==> config.mk <==
export PLATFORM = sky130hd
export DESIGN_NAME = pwm_capture
export DESIGN_NICKNAME = d
export VERILOG_FILES = /design/src/rtl/pwm_pkg.sv /design/src/rtl/sync_edge_detect.sv /design/src/rtl/pwm_capture.sv
export SDC_FILE = /design/constraint.sdc
export NUM_CORES = 1
export LEC_CHECK = 0
export CAP_MARGIN = 20
export CORE_UTILIZATION = 50
export DETAILED_ROUTE_END_ITERATION = 8
export PLACE_DENSITY = 0.78
export SKIP_CTS_REPAIR_TIMING = 1
export SYNTH_ARGS = -nofsm -noshare
export SYNTH_HDL_FRONTEND = slang
export SYNTH_HIERARCHICAL = 1
export SYNTH_SLANG_ARGS = --single-unit
==> constraint.sdc <==
create_clock -name clk -period 4.9 [get_ports clk]
set_input_delay 0.735 -clock clk [delete_from_list [all_inputs] [get_ports clk]]
set_output_delay 0.735 -clock clk [all_outputs]
set_load 0.02 [all_outputs]
==> src/rtl/pwm_pkg.sv <==
// rtl/pwm_pkg.sv - shared PWM constants and measurement state encoding
package pwm_pkg;

  localparam int unsigned CLK_FREQ          = 32_000_000;
  localparam int unsigned PWM_FREQ          = 20_000;
  localparam int unsigned PWM_PERIOD_CYCLES = CLK_FREQ / PWM_FREQ;
  localparam int unsigned CNT_W             = 24;

  typedef enum logic [1:0] {
    IDLE = 2'd0,
    HIGH = 2'd1,
    LOW  = 2'd2
  } pwm_state_e;

endpackage

==> src/rtl/sync_edge_detect.sv <==
// rtl/sync_edge_detect.sv - multi-flop input synchronizer with rise/fall detect
module sync_edge_detect #(
  parameter int unsigned SYNC_STAGES = 2
) (
  input  logic clk,
  input  logic reset,
  input  logic d,
  output logic s,
  output logic rise,
  output logic fall
);

  logic [SYNC_STAGES-1:0] sync_q;
  logic                   s_d;

  always_ff @(posedge clk or posedge reset) begin
    if (reset) begin
      sync_q <= '0;
      s_d    <= 1'b0;
    end else begin
      sync_q <= {sync_q[SYNC_STAGES-2:0], d};
      s_d    <= sync_q[SYNC_STAGES-1];
    end
  end

  assign s    = sync_q[SYNC_STAGES-1];
  assign rise = s & ~s_d;
  assign fall = ~s & s_d;

endmodule

==> src/rtl/pwm_capture.sv <==
// rtl/pwm_capture.sv - measures high time and period of an external PWM line
module pwm_capture #(
  parameter int unsigned CLK_FREQ       = pwm_pkg::CLK_FREQ,
  parameter int unsigned PWM_FREQ       = pwm_pkg::PWM_FREQ,
  parameter int unsigned CNT_W          = pwm_pkg::CNT_W,
  parameter int unsigned TIMEOUT_CYCLES = 2 * (CLK_FREQ / PWM_FREQ),
  parameter int unsigned SYNC_STAGES    = 2
) (
  input  logic             clk,
  input  logic             reset,
  input  logic             pwm_in,
  output logic [CNT_W-1:0] high_time,
  output logic [CNT_W-1:0] period,
  output logic             valid,
  output logic             timeout,
  output logic             stuck_level
);

  import pwm_pkg::*;

  if (64'(TIMEOUT_CYCLES) >= (64'd1 << CNT_W)) begin : g_bad_timeout
    $error("TIMEOUT_CYCLES does not fit in CNT_W bits");
  end
  if (SYNC_STAGES < 2) begin : g_bad_sync
    $error("SYNC_STAGES must be at least 2");
  end

  localparam logic [CNT_W-1:0] CNT_MAX = CNT_W'(TIMEOUT_CYCLES - 1);
  localparam logic [CNT_W-1:0] CNT_ONE = CNT_W'(1);

  logic s, rise, fall;

  sync_edge_detect #(
    .SYNC_STAGES(SYNC_STAGES)
  ) u_sync (
    .clk   (clk),
    .reset (reset),
    .d     (pwm_in),
    .s     (s),
    .rise  (rise),
    .fall  (fall)
  );

  pwm_state_e       state, state_nxt;
  logic [CNT_W-1:0] cnt, cnt_nxt;
  logic [CNT_W-1:0] high_lat, high_lat_nxt;
  logic [CNT_W-1:0] cap_period, cap_period_nxt;
  logic             primed, primed_nxt;
  logic             cap_pend, cap_nxt;
  logic             timeout_hit;

  always_ff @(posedge clk or posedge reset) begin
    if (reset) begin
      state      <= IDLE;
      cnt        <= '0;
      high_lat   <= '0;
      cap_period <= '0;
      primed     <= 1'b0;
      cap_pend   <= 1'b0;
    end else begin
      state      <= state_nxt;
      cnt        <= cnt_nxt;
      high_lat   <= high_lat_nxt;
      cap_period <= cap_period_nxt;
      primed     <= primed_nxt;
      cap_pend   <= cap_nxt;
    end
  end

  // The first rise out of LOW after IDLE only arms capture, so the first
  // published period is always a complete one started from a clean edge.
  always_comb begin
    state_nxt      = state;
    cnt_nxt        = cnt;
    high_lat_nxt   = high_lat;
    cap_period_nxt = cap_period;
    primed_nxt     = primed;
    cap_nxt        = 1'b0;
    timeout_hit    = 1'b0;
    case (state)
      IDLE: begin
        cnt_nxt = '0;
        if (rise) begin
          cnt_nxt   = CNT_ONE;
          state_nxt = HIGH;
        end
      end
      HIGH: begin
        cnt_nxt = cnt + CNT_ONE;
        if (fall) begin
          high_lat_nxt = cnt;
          state_nxt    = LOW;
        end else if (cnt == CNT_MAX) begin
          timeout_hit = 1'b1;
        end
      end
      LOW: begin
        cnt_nxt = cnt + CNT_ONE;
        if (rise) begin
          cnt_nxt   = CNT_ONE;
          state_nxt = HIGH;
          if (primed) begin
            cap_nxt        = 1'b1;
            cap_period_nxt = cnt;
          end else begin
            primed_nxt = 1'b1;
          end
        end else if (cnt == CNT_MAX) begin
          timeout_hit = 1'b1;
        end
      end
      default: begin
        state_nxt = IDLE;
        cnt_nxt   = '0;
      end
    endcase
    if (timeout_hit) begin
      state_nxt  = IDLE;
      primed_nxt = 1'b0;
      cnt_nxt    = '0;
    end
  end

  // Publish one cycle after capture so both values and the strobe move together.
  always_ff @(posedge clk or posedge reset) begin
    if (reset) begin
      high_time   <= '0;
      period      <= '0;
      valid       <= 1'b0;
      timeout     <= 1'b0;
      stuck_level <= 1'b0;
    end else begin
      valid <= cap_pend;
      if (cap_pend) begin
        high_time <= high_lat;
        period    <= cap_period;
        timeout   <= 1'b0;
      end
      if (timeout_hit) begin
        timeout     <= 1'b1;
        stuck_level <= s;
      end
    end
  end

endmodule

==> results of run 1 <==
## registers in the layout (all words and copies together) (netlist names)
| name | flops |
|---|---|
| stuck_level | 1 |
| timeout | 1 |
| u_sync/sync_q | 2 |
| cap_period | 24 |
| state | 2 |
| cnt | 24 |
| period | 24 |
| cap_pend | 1 |
| high_time | 24 |
| primed | 1 |
| valid | 1 |
| high_lat | 24 |
| u_sync/s_d | 1 |
## critical path, delay by kind of cell (launching register included)
kind | cells | cell delay, ps
flops | 1 | 520
simple gates | 3 | 1550
compound gates | 1 | 180
fa+ha+maj | 1 | 290
## metal layers
metal / wire (um) / up-vias / part of all wire
met5: 0 / - / 0
met4: 92 / 0 / 0.0094
met3: 434 / 10 / 0.044
met2: 4730 / 86 / 0.48
met1: 4520 / 1626 / 0.46
li1: - / 1467 / -
## power groups by stage
stage / Sequential [W] / Combinational, W / Clock (W)
6_report: 0.00118 / 0.000285 / 0.00106
5_1_grt: 0.00118 / 0.000307 / 0.00113
4_1_cts: 0.00118 / 0.000259 / 0.00108
3_5_place_dp: 0.00120 / 0.000256 / 0
3_3_place_gp: 0.00119 / 0.000244 / 0
2_1_floorplan: 0.00118 / 0.000188 / 0
## through the flow
step                worst slack [ps]  utilization
floorplan                        781            -
global placement                2250        0.578
detailed placement              2150        0.578
CTS                             2080        0.627
global route                    2160        0.634
finish                          2270        0.634
## area by class of cell
cell class,instances,area share
multi-input cells,223,0.292
clock buffers,21,0.0677
inverters,11,0.00675
repair buffers,59,0.0955
clock inverters,10,0.00984
well taps,136,0.0262
flip-flops and latches,130,0.502
## layout by cell type (no fill, tap or decap), drive strengths merged, types with 2 or more instances in the layout
cell             n
dfrtp          130
mux2            91
clkdlybuf4s50   53
clkbuf          21
nand2           15
nor2            15
o21ai           13
a21oi           13
nand3           11
inv             11
xor2             7
or4              7
clkinv           6
or3              6
buf              6
xnor2            5
ha               5
o31ai            4
clkinvlp         4
nor4             4
nor2b            3
and3             3
nand4            2
nor3             2
o21bai           2
a211oi           2
or4b             2
## cells by family (layout without fill, tap and decap cells)
family                     count (synthesis)  count (layout)  synth area share
DFF                                      130             130             0.620
muxes                                     91              91             0.195
and+or+nand+nor                           76              76            0.0854
AOI/OAI and AO/OA                         39              39            0.0484
buffers and inverters                     25             101            0.0191
xor gates and xnor gates                  12              12            0.0200
adders and majority gates                  5               5            0.0119
## worst max-delay path by stage
stage / startpoint / endpoint / cells past startpoint
floorplan: reset / cap_pend$_DFF_PP0_ / 1
global placement: cnt[12]$_DFF_PP0_ / cnt[7]$_DFF_PP0_ / 4
detailed placement: state[0]$_DFFE_PP0P_ / cnt[10]$_DFF_PP0_ / 6
CTS: state[1]$_DFFE_PP0P_ / cnt[11]$_DFF_PP0_ / 6
global route: cnt[0]$_DFF_PP0_ / cnt[20]$_DFF_PP0_ / 5
finish: cnt[0]$_DFF_PP0_ / cnt[20]$_DFF_PP0_ / 5
==> metrics.yaml, run 1 <==
layout:
  area_delta_synth_final_pct: 23.6
  diodes: 0
  nNetsFinal: 450
  multiInputGateArea_mm2: 0.00189
  stdcell_count: 590
  design_area_mm2: 0.00648
  drive_gt1_frac: 0.306
  seq_area_mm2: 0.00325
  nFillCells: 763
critical_path:
  cp_cell_sequence: "ha_1, nand2_1, or4_1, or4_1, a21oi_1"
  cp-start-kind: "flop"
  worstPathArrival_ps: 3070
  cp_max_fo: 10
  r2r_cells: 5
  rrSetupSlack_ps: 2270
  crit_type: "reg -> reg"
  worstPathRequired_ps: 5340
  reg2reg_to: "cnt[20]$_DFF_PP0_"
  max_stage_delay_ps: 750
  regToRegStartpoint: "cnt[0]$_DFF_PP0_"
  cpMostUsedCell: "or4_1"
  cp_slowest_cell: "or4_1"
  end_kind: "flop"
timing:
  finClkSkew_ps: 8.33
  fin_crit_sh: 0.537
  fin_hold_ws_ps: 343
  grt_setup_unrepaired: "false"
  tns_ps: 0
  tightestPinTransition_ps: 850
  setup_violations: 0
  max_freq_ghz: 0.380
  relSlewSlack: 0.433
  finalMaxSlewViolations: 0
  min_period_ps: 2630
  finalHoldViolations: 0
yosys:
  synth_top_area_cell: "dfrtp_1"
  ys.flop_type: "dfrtp_1"
  netlist_area_mm2: 0.00525
  yosys_warnings: 6
  yosys-top-cells-count: "130 x dfrtp_1, 90 x mux2_2, 15 x nand2_1, 15 x nor2_1, 13 x o21ai_0"
  postSynthCellCount: 378
  synth_cell_types: 45
  synth-seq-cells: 130
  async_flop_share: 1.00
  synth_area_leaders: "dfrtp_1 62%, mux2_2 19%, o21ai_0 1.2%, ha_1 1.2%, xor2_1 1.2%"
  synth_edf_count: 0
  avgSynthCellArea_um2: 13.9
  ys_seq_area_frac: 0.620
  syn_nets: 386
  synth_top_area_frac: 0.620
  yosysMostFrequentCell: "dfrtp_1"
global_routing:
  antenna_found_initial: 0
  overflow: 0
  grt_pass1_vias: 3332
  grt_max_degree: 72
  track_usage: 0.199
  top_usage_layer: "met2"
  grtUsageMet3: 0.0583
  met2_usage: 0.298
  grtUsageMet1: 0.268
  grt_pass1_wl_mm: 16.6
clock_network:
  htreeDepth: 4
  clkLatencyLatePin_ps: 520
  clockBufferDepth: 2
  cts_root_buf: "clkbuf_8"
  cts_tree: "yes"
  numClockSinks: 130
  cts_inserted_buffers: 17
  clkTransAtPathRegs_ps: 60
min_path:
  worstHoldPathType: "reg -> reg"
  holdPathStages: 0
  hold_start: "u_sync/sync_q[0]$_DFF_PP0_"
  min_to: "u_sync/sync_q[1]$_DFF_PP0_"
power_and_ir_drop:
  comb_power_share: 0.113
  p_per_area_mw_per_mm2: 389
  p_sw_w: 0.000646
  swShare: 0.256
  clockPowerShare: 0.421
  p_seq_frac: 0.466
  p_leak_nw: 3.05
  p_int_w: 0.00188
  power_w: 0.00252
  vdd_drop_max_mv: 0.208
outcome:
  status: "finished, violations left"
  violations: "DRC"
floorplan:
  die_x_um: 104
  fp.coreArea_mm2: 0.0102
  dieArea_mm2: 0.0109
  initial_core_util: 0.513
  die_h_um: 104
  ios: 54
  row_count: 37
drt:
  drtIter0Drc: 218
  remaining_drc_errors: 2
  antenna_left: 0
  num_vias: 3189
  wl_mm: 9.77
  drt-vias-per-instance: 5.41
  wl_per_cell_um: 16.6
  firstDrtPassIters: 6
placement:
  place_area_mm2: 0.00592
  dp_hpwl_mm: 6.24
  portBuffers: 53
  place_congestion: 0.841
  dp.cells: 556
job:
  drv_cap: 0
No activity file was read; power rests on OpenSTA's default activity.
==> inputs of run 2 (changes only) <==
Settings changed: PLACE_DENSITY 0.78 to 0.8.
Clock period 4.9 ns to 2.15 ns, I/O delays scaled along.
==> run 2 against run 1 <==
- the run ends with DRC, setup timing left
- die area unchanged
- setup slack worse by 2300 ps
- non-clock buffer count grew 30
- clock power rose to 2.8 times the previous value
- global-route usage grew 2.2 points
- flip-flop and latch count stayed put
==> metrics.yaml, run 2 (same netlist as run 1, synthesis figures left out) <==
outcome:
  status: "finished, violations left"
  violations: "DRC, setup timing"
critical_path:
  worstPathArrival_ps: 2580
  max_stage_delay_ps: 550
  end_kind: "flop"
  cp_max_fo: 11
  cp_slowest_cell: "or4_4"
  path_buf_inv: 1
  worstPathRequired_ps: 2550
  cp_top_family: "simple AND/OR/NAND/NOR gates"
  cpMostUsedCell: "or4_4"
  cp-start-kind: "flop"
  crit_type: "reg -> reg"
  cp_cell_sequence: "or4_4, or4_4, o41ai_4, buf_6, nor2_1"
floorplan:
  fp.coreArea_mm2: 0.0102
  die_x_um: 104
  ios: 54
  initial_core_util: 0.513
  dieArea_mm2: 0.0109
  row_count: 37
  die_h_um: 104
global_routing:
  antenna_found_initial: 0
  track_usage: 0.221
  grt_pass1_wl_mm: 18.3
  grt_max_degree: 87
  overflow: 0
  grt_pass1_vias: 3633
timing:
  max_freq_ghz: 0.459
  min_period_ps: 2180
  grt_setup_unrepaired: "true"
  fin_crit_sh: 1.01
  relSlewSlack: 0.666
  fin_ws_ps: -30.6
  tns_ps: -137
  finalHoldViolations: 0
  finClkSkew_ps: 4.64
  setup_violations: 18
  finalMaxSlewViolations: 0
  tightestPinTransition_ps: 501
drt:
  drtIter0Drc: 266
  wl_mm: 10.9
  remaining_drc_errors: 1
  drt-vias-per-instance: 5.43
  firstDrtPassIters: 7
  num_vias: 3375
  wl_per_cell_um: 17.5
  antenna_left: 0
placement:
  place_congestion: 0.805
  dp_hpwl_mm: 6.96
  portBuffers: 53
  place_area_mm2: 0.00619
clock_network:
  cts_root_buf: "clkbuf_8"
  clockBufferDepth: 2
  cts_inserted_buffers: 17
  clkLatencyLatePin_ps: 530
  clkTransAtPathRegs_ps: 60
  htreeDepth: 4
  numClockSinks: 130
  cts_tree: "yes"
layout:
  mostFrequentLayoutCells: "129 x dfrtp_1, 90 x mux2_2, 53 x clkdlybuf4s50_1"
  diodes: 0
  nNetsFinal: 480
  nFillCells: 692
  drive_gt1_frac: 0.365
  final_common_cell: "dfrtp_1"
  design_area_mm2: 0.00684
  area_delta_synth_final_pct: 30.3
power_and_ir_drop:
  p_leak_nw: 3.25
  p_per_area_mw_per_mm2: 935
  vdd_drop_max_mv: 0.688
  power_w: 0.00639
job:
  drv_cap: 0
min_path:
  worstHoldPathType: "in -> async"
-- run 2: stage by stage --
step	cells	hold WS [ps]	util	setup slack, ps
after CTS	621	39.8	0.666	-46.3
final	621	45.7	0.668	-30.6
after floorplan	378	76.1	-	0.662
after detailed placement	589	335	0.605	41.3
after global placement	589	336	0.605	112
after global routing	621	68.5	0.668	-78.2
-- run 2: cell type report --
class	count	area, um^2	area share
clock inverter	13	183	0.0267
timing repair buffer	89	833	0.122
tap	136	170	0.0249
clock buffer	19	442	0.0646
inverter	11	45.0	0.00659
sequential	130	3250	0.476
multi-input combinational	223	1910	0.279
-- run 2: worst paths after layout --
| kind | startpoint | to | slack [ps] | cells after the start |
|---|---|---|---|---|
| max in group asynchronous | reset | cap_pend$_DFF_PP0_ | 1430 | 3 |
| worst max register to register | cnt[12]$_DFF_PP0_ | cnt[6]$_DFF_PP0_ | -30 | 5 |
| worst min-delay path | reset | u_sync/s_d$_DFF_PP0_ | 50 | 2 |
| worst max-delay path | cnt[12]$_DFF_PP0_ | cnt[6]$_DFF_PP0_ | -30 | 5 |
| min in group clk | pwm_in | u_sync/sync_q[0]$_DFF_PP0_ | 230 | 1 |
| worst min register to register | u_sync/sync_q[0]$_DFF_PP0_ | u_sync/sync_q[1]$_DFF_PP0_ | 350 | 0 |
-- run 2: metal layers --
metal / track usage / routed length, um / part of all wire
met1: 0.282 / 4700 / 0.43
met4: 0.111 / 229 / 0.021
met3: 0.0514 / 512 / 0.047
met5: 0 / 0 / 0
met2: 0.354 / 5440 / 0.50
-- run 2: power breakdown --
group          total (W)  switching (W)  internal, W  leakage, nW
clock network    0.00299        0.00105      0.00194        0.296
registers        0.00262      0.0000650      0.00256         1.80
logic           0.000774       0.000427     0.000346         1.16
==> inputs of run 3 (changes only) <==
Settings changed: CTS_CLUSTER_DIAMETER from default to 120.
==> results of run 3 <==
The final DEF is identical to that of run 2; final timing and power are the same.
